--- src/rtl/systolic_array_ctrl_if.sv ---
// Handshake and data bundle between the systolic array controller and its
// environment (operand source, PE array, result consumer).
//   i_startValid/o_startReady : operand pair handshake, data on i_a/i_b
//   o_peClear/o_doProcess     : PE accumulator clear and process enable
//   o_row/o_col               : diagonally skewed row/column feeds, slot 0 enters the array
//   i_c                       : PE results from the array
//   o_result/o_resultValid/i_resultReady : product handshake
// Modport slave is the controller side, master is the environment side.
interface systolic_array_ctrl_if #(
  parameter int N = 4
);
  localparam int D = 2*N-1;

  logic                      i_startValid;
  logic                      o_startReady;
  logic [N-1:0][N-1:0][7:0]  i_a;
  logic [N-1:0][N-1:0][7:0]  i_b;
  logic                      o_peClear;
  logic                      o_doProcess;
  logic [N-1:0][D-1:0][7:0]  o_row;
  logic [N-1:0][D-1:0][7:0]  o_col;
  logic [N-1:0][N-1:0][31:0] i_c;
  logic [N-1:0][N-1:0][31:0] o_result;
  logic                      o_resultValid;
  logic                      i_resultReady;

  modport slave (
    input  i_startValid, i_a, i_b, i_c, i_resultReady,
    output o_startReady, o_peClear, o_doProcess, o_row, o_col, o_result, o_resultValid
  );

  modport master (
    output i_startValid, i_a, i_b, i_c, i_resultReady,
    input  o_startReady, o_peClear, o_doProcess, o_row, o_col, o_result, o_resultValid
  );
endinterface

--- src/rtl/systolic_array_ctrl.sv ---
// Sequencer for an NxN output-stationary systolic array.
// Accepts an operand pair (A, B), clears the PEs for one cycle, streams the
// skewed row/column feeds while o_doProcess is high for 3N-2 cycles, captures
// the array result one cycle later and offers it on a valid/ready handshake.
// Ports:
//   i_clk  : clock
//   i_arst : asynchronous active-high reset, aborts any job in flight
//   bus    : systolic_array_ctrl_if slave modport (handshakes, feeds, results)
module systolic_array_ctrl #(
  parameter int N = 4
) (
  input  logic                 i_clk,
  input  logic                 i_arst,
  systolic_array_ctrl_if.slave bus
);
  localparam int D          = 2*N-1;
  localparam int RUN_CYCLES = 3*N-2;
  localparam int CW         = $clog2(3*N);

  typedef logic [N-1:0][D-1:0][7:0] feed_t;
  typedef logic [N-1:0][N-1:0][7:0] mat_t;
  typedef enum logic [1:0] {IDLE, CLEAR, RUN, DONE} state_t;

  state_t                    state;
  state_t                    state_next;
  logic [CW-1:0]             cycle_cnt;
  feed_t                     row_q;
  feed_t                     col_q;
  logic [N-1:0][N-1:0][31:0] result_q;
  logic                      start_ready;
  logic                      pe_clear;
  logic                      do_process;
  logic                      result_valid;
  logic                      accept;
  logic                      run_last;

  // Row i is delayed by i slots so A[i][k] lands in slot i+k.
  function automatic feed_t skew_rows(input mat_t m);
    skew_rows = '0;
    for (int i = 0; i < N; i++)
      for (int k = 0; k < N; k++)
        skew_rows[i][i+k] = m[i][k];
  endfunction

  // Column j is delayed by j slots so B[k][j] lands in slot j+k.
  function automatic feed_t skew_cols(input mat_t m);
    skew_cols = '0;
    for (int j = 0; j < N; j++)
      for (int k = 0; k < N; k++)
        skew_cols[j][j+k] = m[k][j];
  endfunction

  assign accept   = start_ready && bus.i_startValid;
  // RUN holds one extra cycle past the enabled ones: that is the capture cycle.
  assign run_last = (cycle_cnt == CW'(RUN_CYCLES));

  always_ff @(posedge i_clk or posedge i_arst) begin
    if (i_arst) state <= IDLE;
    else        state <= state_next;
  end

  always_comb begin
    state_next = state;
    case (state)
      IDLE:    if (accept) state_next = CLEAR;
      CLEAR:   state_next = RUN;
      RUN:     if (run_last) state_next = DONE;
      DONE:    if (bus.i_resultReady) state_next = IDLE;
      default: state_next = IDLE;
    endcase
  end

  // Ready is masked by reset so nothing is offered while the block is held.
  always_comb begin
    start_ready  = 1'b0;
    pe_clear     = 1'b0;
    do_process   = 1'b0;
    result_valid = 1'b0;
    case (state)
      IDLE:    start_ready  = !i_arst;
      CLEAR:   pe_clear     = 1'b1;
      RUN:     do_process   = !run_last;
      DONE:    result_valid = 1'b1;
      default: ;
    endcase
  end

  // Feeds, cycle counter and result capture. Feeds shift toward slot 0 at the
  // end of every RUN cycle, so RUN cycle t presents the original slot t.
  always_ff @(posedge i_clk or posedge i_arst) begin
    if (i_arst) begin
      cycle_cnt <= '0;
      row_q     <= '0;
      col_q     <= '0;
      result_q  <= '0;
    end else begin
      case (state)
        IDLE: begin
          cycle_cnt <= '0;
          if (accept) begin
            row_q <= skew_rows(bus.i_a);
            col_q <= skew_cols(bus.i_b);
          end
        end
        CLEAR: cycle_cnt <= '0;
        RUN: begin
          for (int i = 0; i < N; i++) begin
            row_q[i] <= {8'h00, row_q[i][D-1:1]};
            col_q[i] <= {8'h00, col_q[i][D-1:1]};
          end
          if (run_last) result_q  <= bus.i_c;
          else          cycle_cnt <= cycle_cnt + 1'b1;
        end
        DONE: begin
          if (bus.i_resultReady) begin
            row_q <= '0;
            col_q <= '0;
          end
        end
        default: ;
      endcase
    end
  end

  assign bus.o_startReady  = start_ready;
  assign bus.o_peClear     = pe_clear;
  assign bus.o_doProcess   = do_process;
  assign bus.o_resultValid = result_valid;
  assign bus.o_row         = row_q;
  assign bus.o_col         = col_q;
  assign bus.o_result      = result_q;
endmodule

--- src/flat_wrapper.sv ---
// flat-port wrapper written by rule: the top's interface ports become plain ports
module systolic_array_ctrl_flat 
#(
  parameter int N = 4
)
  (i_clk, i_arst, bus_i_startValid, bus_i_a, bus_i_b, bus_i_c, bus_i_resultReady, bus_o_startReady, bus_o_peClear, bus_o_doProcess, bus_o_row, bus_o_col, bus_o_result, bus_o_resultValid);
  systolic_array_ctrl_if #(.N(N)) bus_i ();
  input  logic i_clk;
  input  logic i_arst;
  input wire logic [$bits(bus_i.i_startValid)-1:0] bus_i_startValid;
  input wire logic [$bits(bus_i.i_a)-1:0] bus_i_a;
  input wire logic [$bits(bus_i.i_b)-1:0] bus_i_b;
  input wire logic [$bits(bus_i.i_c)-1:0] bus_i_c;
  input wire logic [$bits(bus_i.i_resultReady)-1:0] bus_i_resultReady;
  output wire logic [$bits(bus_i.o_startReady)-1:0] bus_o_startReady;
  output wire logic [$bits(bus_i.o_peClear)-1:0] bus_o_peClear;
  output wire logic [$bits(bus_i.o_doProcess)-1:0] bus_o_doProcess;
  output wire logic [$bits(bus_i.o_row)-1:0] bus_o_row;
  output wire logic [$bits(bus_i.o_col)-1:0] bus_o_col;
  output wire logic [$bits(bus_i.o_result)-1:0] bus_o_result;
  output wire logic [$bits(bus_i.o_resultValid)-1:0] bus_o_resultValid;
  assign bus_i.i_startValid = bus_i_startValid;
  assign bus_i.i_a = bus_i_a;
  assign bus_i.i_b = bus_i_b;
  assign bus_i.i_c = bus_i_c;
  assign bus_i.i_resultReady = bus_i_resultReady;
  assign bus_o_startReady = bus_i.o_startReady;
  assign bus_o_peClear = bus_i.o_peClear;
  assign bus_o_doProcess = bus_i.o_doProcess;
  assign bus_o_row = bus_i.o_row;
  assign bus_o_col = bus_i.o_col;
  assign bus_o_result = bus_i.o_result;
  assign bus_o_resultValid = bus_i.o_resultValid;
  systolic_array_ctrl #(.N(N)) u_core (.i_clk(i_clk), .i_arst(i_arst), .bus(bus_i));
endmodule
--- config.mk ---
export PLATFORM = sky130hd
export DESIGN_NAME = systolic_array_ctrl_flat
export DESIGN_NICKNAME = d
export VERILOG_FILES = /design/src/rtl/systolic_array_ctrl_if.sv /design/src/rtl/systolic_array_ctrl.sv /design/src/flat_wrapper.sv
export SDC_FILE = /design/constraint.sdc
export NUM_CORES = 1
export LEC_CHECK = 0
export CAP_MARGIN = 25
export CORE_AREA = 2 2 679 681
export CTS_CLUSTER_SIZE = 40
export DETAILED_ROUTE_END_ITERATION = 8
export DIE_AREA = 0 0 681 683
export GPL_ROUTABILITY_DRIVEN = 0
export PLACE_DENSITY_LB_ADDON = 0.3
export REMOVE_ABC_BUFFERS = 1
export SYNTH_ARGS = -nofsm -noshare
export SYNTH_HDL_FRONTEND = slang
export SYNTH_SLANG_ARGS = --single-unit
--- constraint.sdc ---
create_clock -name i_clk -period 33.8 [get_ports i_clk]
set_clock_uncertainty 0.15 [all_clocks]
set_input_delay 6.76 -clock i_clk [delete_from_list [all_inputs] [get_ports i_clk]]
set_output_delay 6.76 -clock i_clk [all_outputs]
set_load 0.02 [all_outputs]
# Yosys cells after proc, flatten, opt, wreduce, memory -nomap -nowiden

Cells that the tools add are included.

Flip-flop bits (word level): 966
Output and inout bits: 964

Add/subtract/negate cells: 1
Eq/ne operators: 8
Mux-type cells: 15
Reduce and logical (&&, ||, !) cells: 11

Operators with widths:

| cell                                                                  | number |
|---|---|
| 224-bit one-hot mux with 3 select lines                               | 2 |
| 224-bit two-way mux                                                   | 3 |
| 2-bit one-hot mux with 4 select lines                                 | 1 |
| 4-bit one-hot mux with 2 select lines                                 | 1 |
| 2-bit two-way mux                                                     | 3 |
| 3-bit AND reduction                                                   | 2 |
| 4-bit by 1-bit adder with 4-bit output, second input constant         | 1 |
| 2-bit equality test, second input constant                            | 2 |
| 4-bit equality test, second input constant                            | 1 |
| 1-bit two-way mux                                                     | 4 |
| 4-bit two-way mux                                                     | 1 |
| 2-bit by 1-bit != test with 1-bit output, second input constant       | 2 |
| 2-bit != test, second input constant                                  | 2 |
| 2-bit AND reduction                                                   | 2 |
| 3-bit nonzero test                                                    | 1 |
| 2-bit by 1-bit equality test with 1-bit output, second input constant | 1 |
| 1-bit logical NOT                                                     | 2 |
| 2-bit logical NOT                                                     | 1 |
| 2-bit nonzero test                                                    | 1 |
| 2-bit OR reduction                                                    | 1 |
| 1-bit logical AND                                                     | 1 |

# Longest topological paths before layout

Word-level depth: 5
Depth in mapped cells: 9
Depth with buffers taken out: 5

# Least setup slack after synthesis

OpenSTA, ideal clock, no wires.

Path kind: input-to-output
Start point: input port i_arst
End point: output port bus_o_startReady
Data arrival time: 7.064 ns
Data required time: 26.890 ns
Setup slack: 19.826 ns
Stages on the path: 1
Path buffers: 0
Cell sequence: nor2b_1

Cells in the longest elaborated chain, start to end: 2

RTL lines:

| what                        | line                      | source |
|---|---|---|
| start, declared             | flat_wrapper.sv:9         | `input logic i_arst;` |
| 1-bit logical NOT (no line) | -                         |  |
| 1-bit two-way mux           | systolic_array_ctrl.sv:79 | `case (state)` |
| end, declared               | flat_wrapper.sv:15        | `output wire logic [$bits(bus_i.o_startReady)-1:0] bus_o_startReady;` |

Every way passes these cells.

# Worst setup path in the final report

Same ends and word-level chain as after synthesis.

==> summary by stage <==
Status
The flow ran to the end, and the final reports show no timing, DRC or antenna violations.

Critical path
The cell that appears most often on the critical path is clkdlybuf4s50_1. The combined buffer and inverter count along the critical path is 2. The critical path goes through clkdlybuf4s50_1 > nor2b_1 > clkdlybuf4s50_1. The slowest stage of the critical path belongs to the cell clkdlybuf4s50_1. The start of the worst register-to-register path is u_core.state[0]$_DFFE_PP0P_.

The kind of cell with the highest combined delay along the critical path is buffers and inverters. The worst-case register-to-register setup slack is about 28 ns. STA puts the critical path data required time at about 27 ns. The critical register-to-register path endpoint is u_core.bus.o_col[200]$_DFFE_PP0P_. The startpoint type of the worst setup path is an input port. For the worst flop-to-flop path, the logic depth is 8. In this design, the stage delay of the slowest critical-path cell is about 0.75 ns. For the worst setup path, the data arrival time is ~8.4 ns. The highest fanout seen on the critical path is 3. The worst setup path category is in2out. The type of destination of the critical path is a primary output.

Floorplanning
After floorplanning, the core was sized to cover around 460000 um^2. The floorplan has 249 rows. The floorplan die area is around 470000 um^2. The die is around 680 um tall.

In this run the horizontal extent of the chip is approximately 680 um. In this run the count of I/O pins placed on the die edge is about 1700. The initial utilization of the core area, before any placement, comes to a little under 8%.

Pwr
The power per cell area is between 70 and 80 nW/um^2. Overall power consumption after layout is estimated at approximately 4.8 mW. VDD sags by at most 0.0792 mV.

Summed over all cells, the static leakage comes to about 26 nW.

Final layout
The fill cell instance count of the final layout is approximately 52000. Cells fill ~14% of the core in the end. The area overhead of the layout relative to synthesis is 75.6%. The area taken by multi-input logic gates is between 10000 and 15000 um^2. The leading cell type in the layout, fill and taps excluded is nand2_1. Summing all flip-flop and latch instances after layout gives 21800 um^2. In the layout the commonest cells are nand2_1 (1698), clkdlybuf4s50_1 (1631), dfrtp_1 (870). The share of layout cells above drive strength 1 is under 10%. The net total in the final layout is 5997.

Clock tree
Gates resized during post-CTS repair numbered 0. At the later pin of the worst-skew pair, clock insertion delay measures between 0.8 and 0.9 ns. The number of buffers inserted for hold repair after clock tree synthesis is 0.

In this run the clock root is driven by a clkbuf_16. After clock tree synthesis, the clock-pin slew on the worst setup and hold paths is approximately 0.05 ns. The post-CTS repair timing setup buffer count is 0. The H-tree depth reported by CTS is 4. The number of sinks on the clock net is slightly below 900. The clock tree from TritonCTS is built.

The clock passes through at most 4 buffers. The number of clock buffers added by TritonCTS is 136.

STA
Derived from the worst setup path, the maximum achievable clock frequency is about 0.065 GHz. The slew at the pin closest to its max-slew limit is 1.08 ns. The number of failing hold endpoints at the final stage is 0.

The setup TNS is 0 ns. The share of the cycle needed by the critical path after routing is approximately 45%. The worst slew slack as a fraction of its limit is 27.9%. The final period demand of the worst path is about 15 ns. The final number of setup-violating endpoints is 0.

Setup repair after global routing left no endpoint under its margin. The final max-slew violation count is 0.

Detailed routing
For this block, the initial DRC count from the detailed router was 1540. The final routed DRC violation total is 0. The routed layout has between 30000 and 40000 vias.

In the final routed layout, each cell accounts on average for between 20 and 30 um. In this run the remaining antenna-violating nets after routing total 0. The iteration count of the initial detailed-routing pass is 5. The via-per-instance ratio is between 2 and 3. The routed design has 305 mm of wire.

Yosys
Of the post-synthesis cell area, the dominant cell type holds between 50 and 60%. A synthesized cell averages 10.1 um^2. The library cell with the largest summed area after synthesis is dfrtp_1. Yosys printed 0 warnings. The cell area after technology mapping is approximately 36000 um^2. Ranked by total cell area, the synthesized netlist is headed by dfrtp_1 (60%), nand2_1 (18%), a22o_1 (4.6%). Summing the sequential cell areas from Yosys gives 59.8% of the chip area. In this run, synthesis produced a sequential element count of 870. In this run, distinct cell masters in the synthesized netlist total 34. The cell count after synthesis is 3617.

Run
The total of max-cap violations is 0.

Global route
The via count of the first global-routing pass was 33000. The overall routing resource usage is between 10% and 20%. The first global-routing pass estimated about 380 mm of wire. The number of antenna violations at the first check in global routing came to 228. The maximum number of pins on one net before global-route repair is ~160. The total overflow left after global routing is 0.

Hold path
The origin of the worst min-delay path is u_core.bus.o_result[296]$_DFFE_PP0P_. The class of the worst hold path is reg2reg. Along the worst hold path, the cell count comes to 2. The endpoint of the worst hold-timing path is u_core.bus.o_result[296]$_DFFE_PP0P_.

Place
Detailed placement finished with a half-perimeter wire length of 255 mm. Buffers placed on the I/O ports in this run total ~1600.
==> worst max path at each step <==
stage,start,endpoint,slack (ns),depth (start not counted)
finish,i_arst,bus_o_startReady,18.48,3
global route,i_arst,bus_o_startReady,18.42,3
CTS,i_arst,bus_o_startReady,18.37,3
detailed placement,i_arst,bus_o_startReady,18.37,3
global placement,i_arst,bus_o_startReady,18.38,3
floorplan,i_arst,u_core.bus.o_col[0]$_DFFE_PP0P_,2.44,1
==> worst reg2reg max path: cells and delay by family, from the launching register on <==
family | cells | cell delay, ns
fa+ha+maj | 1 | 0.45
buf+inv | 5 | 3.23
compound gates | 1 | 0.28
flops | 1 | 0.40
mux | 1 | 0.75
==> metrics by stage <==
step / setup slack [ns] / hold WS (ns) / instances / area, um^2
finish: 18.48 / 0.318 / 11500 / 63900
global route: 18.42 / 0.337 / 11500 / 63900
CTS: 18.37 / 0.324 / 11500 / 63900
detailed placement: 18.37 / 0.311 / 11200 / 59400
global placement: 18.38 / 0.308 / 11200 / 59300
floorplan: 2.44 / 0.335 / 3402 / 34800
==> kinds of logic after synthesis <==
kind of cell | synth area share, %
adders and majority gates | 0.206
buffers and inverters | 7.00
AOI/OAI and AO/OA | 4.82
and+or+nand+nor | 17.8
other | 0.0103
DFF | 59.8
muxes | 10.4
==> final cells by class <==
class,instances,area share (%)
Antenna cell,22,0.0861
Clock buffer,190,6.18
Clock inverter,43,0.850
Inverter,165,0.981
Multi-Input combinational cell,2367,19.5
Sequential cell,870,34.1
Tap cell,6149,12.0
Timing Repair Buffer,1679,26.3
==> synthesized netlist by cell type <==
library cell / instances
nand2_1: 1698
dfrtp_1: 870
a22o_1: 192
inv_1: 165
mux2i_1: 160
mux2_1: 120
buf_4: 105
buf_2: 77
clkbuf_1: 77
mux2_2: 73
buf_1: 20
buf_6: 20
buf_8: 11
ha_1: 6
o21ai_0: 3
nor2b_1: 2
a211o_1: 1
a211oi_2: 1
a221oi_1: 1
and3_1: 1
and4b_1: 1
conb_1: 1
nand2b_4: 1
nand3_1: 1
nand3b_1: 1
nand4b_1: 1
nor2_1: 1
nor2b_2: 1
nor3_1: 1
nor3b_1: 1
o2bb2ai_1: 1
o31ai_1: 1
o32a_1: 1
or2_2: 1
==> report_power, final <==
part | total [mW] | switching [mW] | internal (mW)
combinational | 1.87 | 1.07 | 0.793
sequential | 1.42 | 0.173 | 1.24
clock | 1.47 | 0.591 | 0.879
==> routing by layer <==
metal,part of all wire [%],vias up,global-route usage [%]
met2,48,1573,21.6
li1,-,14500,-
met4,3.5,50,3.60
met3,13,549,7.56
met1,35,15800,12.7
met5,0.10,-,0
==> sequential cells by signal, summed over array words and instances (netlist names) <==
name and flops:
u_core.state 2, u_core.cycle_cnt 4, u_core.bus.o_result 512, u_core.bus.o_row 176
u_core.bus.o_col 176
Power figures use the tool's default switching activity.
